$ cat src/rtl/req_dispatcher.sv
// Pops requests from the shared request FIFO and hands each one to unit 1 or unit 2,
// chosen by req_buf[OP_BIT]. Optional per-unit counters under REQ_DISPATCH_STATS_EN.
module req_dispatcher #(
   parameter int unsigned REQ_WIDTH = 32,
   parameter int unsigned OP_BIT    = REQ_WIDTH - 1,
   parameter int unsigned CNT_WIDTH = 16
) (
   input  logic                 clk,
   input  logic                 rst_n,
   input  logic                 req_fifo_empty,
   output logic                 req_fifo_rd_en,
   input  logic [REQ_WIDTH-1:0] req_fifo_data,
   output logic                 req_valid_1,
   output logic [REQ_WIDTH-1:0] req_data_1,
   input  logic                 req_ready_1,
   output logic                 req_valid_2,
   output logic [REQ_WIDTH-1:0] req_data_2,
   input  logic                 req_ready_2,
   output logic                 busy
`ifdef REQ_DISPATCH_STATS_EN
   ,
   output logic [CNT_WIDTH-1:0] dispatch_cnt_1,
   output logic [CNT_WIDTH-1:0] dispatch_cnt_2
`endif
);

   typedef enum logic [1:0] {
      IDLE     = 2'b00,
      FETCH    = 2'b01,
      DISPATCH = 2'b10
   } state_e;

   state_e               state_q, state_d;
   logic [REQ_WIDTH-1:0] req_buf_q, req_buf_d;
   logic                 in_dispatch;
   logic                 to_unit2;
   logic                 hs_1, hs_2;

   if (OP_BIT >= REQ_WIDTH) begin : g_bad_op_bit
      $error("req_dispatcher: OP_BIT must index into the request word");
   end
   if (CNT_WIDTH == 0) begin : g_bad_cnt_width
      $error("req_dispatcher: CNT_WIDTH must be non-zero");
   end

   // Outputs decode only state_q and req_buf_q, so there is no path from ready to valid/data.
   always_comb begin
      in_dispatch = (state_q == DISPATCH);
      to_unit2    = req_buf_q[OP_BIT];
      req_valid_1 = in_dispatch && !to_unit2;
      req_valid_2 = in_dispatch && to_unit2;
      req_data_1  = req_valid_1 ? req_buf_q : '0;
      req_data_2  = req_valid_2 ? req_buf_q : '0;
      hs_1        = req_valid_1 && req_ready_1;
      hs_2        = req_valid_2 && req_ready_2;
      busy        = (state_q != IDLE);
   end

   always_comb begin
      state_d        = state_q;
      req_buf_d      = req_buf_q;
      req_fifo_rd_en = 1'b0;
      case (state_q)
         IDLE: begin
            req_fifo_rd_en = !req_fifo_empty;
            if (!req_fifo_empty) begin
               state_d = FETCH;
            end
         end
         FETCH: begin
            req_buf_d = req_fifo_data;
            state_d   = DISPATCH;
         end
         DISPATCH: begin
            // Next pop overlaps the accepting cycle to sustain one request per two cycles.
            if (hs_1 || hs_2) begin
               req_fifo_rd_en = !req_fifo_empty;
               state_d        = req_fifo_empty ? IDLE : FETCH;
            end
         end
         default: state_d = IDLE;
      endcase
   end

   always_ff @(posedge clk or negedge rst_n) begin
      if (!rst_n) begin
         state_q   <= IDLE;
         req_buf_q <= '0;
      end else begin
         state_q   <= state_d;
         req_buf_q <= req_buf_d;
      end
   end

`ifdef REQ_DISPATCH_STATS_EN
   logic [CNT_WIDTH-1:0] cnt_1_q, cnt_1_d;
   logic [CNT_WIDTH-1:0] cnt_2_q, cnt_2_d;

   // Saturating counters: hold at all-ones instead of wrapping.
   always_comb begin
      cnt_1_d = cnt_1_q;
      cnt_2_d = cnt_2_q;
      if (hs_1 && (cnt_1_q != '1)) begin
         cnt_1_d = cnt_1_q + 1'b1;
      end
      if (hs_2 && (cnt_2_q != '1)) begin
         cnt_2_d = cnt_2_q + 1'b1;
      end
   end

   always_ff @(posedge clk or negedge rst_n) begin
      if (!rst_n) begin
         cnt_1_q <= '0;
         cnt_2_q <= '0;
      end else begin
         cnt_1_q <= cnt_1_d;
         cnt_2_q <= cnt_2_d;
      end
   end

   assign dispatch_cnt_1 = cnt_1_q;
   assign dispatch_cnt_2 = cnt_2_q;
`endif

endmodule

$ cat config.mk
export PLATFORM = sky130hd
export DESIGN_NAME = req_dispatcher
export DESIGN_NICKNAME = d
export VERILOG_FILES = /design/src/rtl/req_dispatcher.sv
export SDC_FILE = /design/constraint.sdc
export NUM_CORES = 1
export LEC_CHECK = 0
export BUFFER_PORTS_ARGS = -buffer_cell sky130_fd_sc_hd__buf_2
export CAP_MARGIN = 20
export CORE_ASPECT_RATIO = 1.75
export CORE_UTILIZATION = 35
export DETAILED_ROUTE_END_ITERATION = 7
export PLACE_DENSITY = 0.69
export SLEW_MARGIN = 15
export SYNTH_ARGS = -nofsm -noshare
export SYNTH_HDL_FRONTEND = slang
export SYNTH_SLANG_ARGS = --single-unit
$ cat constraint.sdc
create_clock -name clk -period 1.7 [get_ports clk]
set_input_delay 0.34 -clock clk [delete_from_list [all_inputs] [get_ports clk]]
set_output_delay 0.34 -clock clk [all_outputs]
set_load 0.02 [all_outputs]
# Word level (Yosys, flattened, before mapping)
# Cells that the tools add are included.
[word_totals]
word_cells = 24
ff_bits = 34
out_inout_bits = 68
inputBits = 37
[op_classes]
muxes = 8
n_reduce_logical = 10
n_eq_ne = 4
[op_table]
columns = ["cell", "count"]
rows = [
  ["two-way mux 32 bit", 2],
  ["one-hot mux 2 bit (3 select lines)", 1],
  ["logical AND 1 bit", 4],
  ["two-way mux 2 bit", 2],
  ["== test 2 x 1 -> 1 bit (second input constant)", 1],
  ["== test 2 bit (second input constant)", 1],
  ["zero test 1 bit", 2],
  ["zero test 2 bit", 1],
  ["two-way mux 1 bit", 2],
  ["!= test 2 x 1 -> 1 bit (second input constant)", 1],
  ["!= test 2 bit (second input constant)", 1],
  ["one-hot mux 1 bit (2 select lines)", 1],
  ["AND reduction 2 bit", 1],
  ["nonzero test 2 bit", 1],
  ["logical OR 1 bit", 1],
]

# Logic depth before layout (Yosys ltp)
[depth]
word_depth = 6
depth_mapped = 4
depth_no_buf = 2

# Worst setup path before layout
# Ideal clock, no wire load.
[synth_timing]
path_kind = "flip-flop to output port"
from = "reg state_q[0]"
to = "out req_data_1[22]"
slack_ns = 0.187
t_arrival_ns = 1.173
required_ns = 1.360
n_path_buf = 1
path_stages_with_launch = 4
path_cell_list = "dfrtp_1 > nor3b_2 > buf_2 > and2_1"
[synth_via]
elab_chain_len = 3
[synth_rtl]
columns = ["element", "line", "source"]
rows = [
  ["start: declaration", "33", "state_e state_q, state_d;"],
  ["start signal: assignment", "90", "state_q <= state_d;"],
  ["== test 2 bit", "48", "in_dispatch = (state_q == DISPATCH);"],
  ["logical AND 1 bit", "50", "req_valid_1 = in_dispatch && !to_unit2;"],
  ["named net req_valid_1", "13", "output logic req_valid_1,"],
  ["two-way mux 32 bit", "52", "req_data_1 = req_valid_1 ? req_buf_q : '0;"],
  ["end: declaration", "14", "output logic [REQ_WIDTH-1:0] req_data_1,"],
]
# The timed path passes the listed nets, and every way through them passes these cells.

# Worst setup path after layout
[layout_timing]
from = "reg req_buf_q[31]"
to = "out req_data_1[13]"
[layout_via]
elab_chain_len = 3
[layout_rtl]
columns = ["element", "line", "source"]
rows = [
  ["start: declaration", "34", "logic [REQ_WIDTH-1:0] req_buf_q, req_buf_d;"],
  ["start signal: assignment", "91", "req_buf_q <= req_buf_d;"],
  ["zero test 1 bit", "50", ""],
  ["logical AND 1 bit", "50", ""],
  ["two-way mux 32 bit", "52", ""],
]
# No other way between the ends.

==> flow_metrics.py <==
metrics = {
    "run_status": {
        "outcome": "finished with violations",
        "violations": "setup timing",
    },
    "worst_setup_path": {
        "start_kind": "flop",
        "cp_top_family": "flip-flops",
        "critPathKind": "flop to primary output",
        "cp_slowest_cell": "dfrtp_2",
        "cp.required_ns": 1.36,
        "cp.arrival_ns": 1.54,
        "path_common_cell": "buf_6",
        "cp_max_fo": 10,
        "slowest_delay_ns": 0.44,
        "cp_num_buf_inv": 3,
        "endpoint_kind": "primary output",
        "crit_chain": "nor3b_4 > buf_6 > buf_8 > and2_1 > buf_6",
    },
    "clock_network": {
        "cts_tree": "done",
        "cts_buffer_depth": 2,
        "cts_buffers": 5,
        "htreeDepth": 2,
        "worstSkewPairLatency_ns": 0.29,
        "clkSinkCount": 34,
        "cts_root_buf": "clkbuf_8",
        "cts.clk_slew.worst_paths_ns": 0.08,
    },
    "route": {
        "firstDrtPassIters": 3,
        "num_vias": 1540,
        "detail-route-antenna-nets": 0,
        "drcViolationCount": 0,
        "wirelength_um": 4930,
        "viasPerCell": 4.78,
        "wl_per_cell_um": 15.3,
        "drt_iter0_drc": 13,
    },
    "sta": {
        "rsz0062_at_grt": "yes",
        "setup_ws_ns": -0.176,
        "setup_viol": 66,
        "drv_slew": 0,
        "hold_viol_final": 0,
        "finClkSkew_ns": 0.00959,
        "finalCritPeriodShare_pct": 110,
        "max_freq_mhz": 533,
        "fin_crit_ns": 1.88,
    },
    "pwr": {
        "p_sw_share_pct": 37.5,
        "total_power_mw": 4.81,
        "p_per_area_mw_per_mm2": 1580,
        "intPower_mw": 3.01,
        "peakVddDrop_mv": 0.926,
        "p_comb_share_pct": 55.8,
        "seqPwrFrac_pct": 31.9,
        "p_sw_mw": 1.80,
        "cellLeakagePower_nw": 1.51,
        "clock_power_share_pct": 12.3,
    },
    "synthesis": {
        "yosys.area.top_type": "dfrtp_1",
        "ys_top_cells_by_area": "dfrtp_1 (48%), and2_1 (22%), mux2_1 (19%)",
        "syn_area_mm2": 0.00176,
        "ys_warn_count": 0,
        "synth.distinct_cells": 17,
        "ys_ff_latch": 34,
        "syn-num-nets": 187,
        "synth_top_area_share_pct": 48.3,
        "postSynthCellCount": 150,
        "ys_seq_area_share_pct": 48.3,
        "syn_area_per_cell_um2": 11.7,
    },
    "finish": {
        "syn_to_final_growth_pct": 72.6,
        "final_cell_mix": "buf_6 (62), buf_2 (38), and2_4 (33), dfrtp_1 (33)",
        "fin_area_mm2": 0.00304,
        "stdcell_count": 322,
        "nNetsFinal": 306,
        "drive_gt1_share_pct": 64.4,
        "final_common_cell": "buf_6",
        "fill_cells": 379,
        "n_antenna_cell": 0,
    },
    "die": {
        "num_rows": 33,
        "dieArea_mm2": 0.00533,
        "initial_core_util_pct": 37.1,
        "core_mm2": 0.00475,
        "ios": 105,
        "die_h_um": 95.9,
        "die_w_um": 55.6,
    },
    "grt": {
        "grt_pass1_vias": 1472,
        "grt_max_degree": 35,
        "grt_usage_pct": 16.8,
        "antenna_found_initial": 0,
        "grt_overflow_total": 0,
        "grt_pass1_wl_um": 6880,
    },
    "place": {
        "dp.cells": 305,
        "port_buffers": 103,
        "post-dp-hpwl_um": 3000,
        "placed_cell_area_mm2": 0.00238,
        "gp_congestion": 0.721,
    },
    "hold_path": {
        "min_path_type": "primary input to asynchronous set/reset pin",
    },
    "flow_run": {
        "drv_cap": 0,
    },
}
power groups by stage:
stage | Sequential (mW) | Clock (mW) | Combinational, mW
final | 1.54 | 0.591 | 2.68
after global routing | 1.61 | 0.644 | 2.85
after CTS | 1.51 | 0.615 | 2.24
after detailed placement | 1.50 | 0 | 1.90
after global placement | 1.50 | 0 | 1.87
after floorplan | 1.41 | 0 | 1.31
worst reg2reg max path: cells and delay by family (launching register included):
family,cells,cell delay [ns]
mux,1,0.35
simple gates,1,0.16
buf+inv,2,0.39
flops,1,0.44
synthesized netlist by cell type, drive strengths merged:
library cell  number
and3b              2
a211oi             2
mux2              32
mux2i              1
dfrtp             34
or2                1
clkbuf             4
and2              62
nor3b              1
buf                7
conb               1
nor2b              2
a21o               1
final cells by class:
type	count	area [um^2]	area share [%]
well taps	52	65.1	2.14
clock inverters	3	21.3	0.700
flip-flops and latches	34	852	28.0
clock buffers	5	68.8	2.26
multi-input cells	105	940	30.9
repair buffers	123	1090	36.0
registers in the layout (all words and copies together), names as in the netlist:
| name | count |
|---|---|
| state_q | 2 |
| req_buf_q | 32 |
routing by layer:
metal | up-vias | share of wire [%] | GRT usage [%]
li1 | 720 | - | -
met1 | 745 | 36 | 17.0
met2 | 65 | 57 | 31.0
met3 | 10 | 5.4 | 4.97
met4 | 0 | 2.2 | 8.54
met5 | - | 0 | 0
worst paths after layout:
path	to	cells past startpoint	slack, ns	start
min in group clk	state_q[0]$_DFFE_PN0P_	2	0.24	req_fifo_empty
worst max register to register	req_buf_q[5]$_DFFE_PN0N_	4	0.24	state_q[0]$_DFFE_PN0P_
worst min-delay path	req_buf_q[19]$_DFFE_PN0N_	2	0.06	rst_n
max in group asynchronous	req_buf_q[31]$_DFFE_PN0N_	2	1.31	rst_n
worst max-delay path	req_data_1[13]	5	-0.18	req_buf_q[31]$_DFFE_PN0N_
worst min register to register	req_buf_q[3]$_DFFE_PN0N_	1	0.50	req_buf_q[3]$_DFFE_PN0N_
per-stage QoR:
step	setup TNS (ns)	hold slack, ns	utilization [%]	worst slack (ns)
final	-8.34	0.0641	64.0	-0.176
after floorplan	0	0.0444	-	0.187
after CTS	-6.64	0.0773	58.2	-0.129
after detailed placement	0	0.400	50.1	0.114
after global placement	0	0.398	50.1	0.175
after global routing	-12.81	0.0865	64.0	-0.258
cell families after synthesis:
kind of cell | share of synthesized area [%]
flip-flops | 48.3
multiplexers | 21.0
other | 0.213
AO/OA/AOI/OAI | 1.28
buffers and inverters | 4.40
AND/OR/NAND/NOR | 24.8
timing repair:
item / CTS / global route
hold buffers: 0 / 0
buffers inserted: 1 / 6
gates resized for setup: 94 / 77
pin swaps: 8 / 9
setup endpoints to repair: 65 / 66
gates cloned: 0 / 2
No activity file was read; power rests on OpenSTA's default activity.
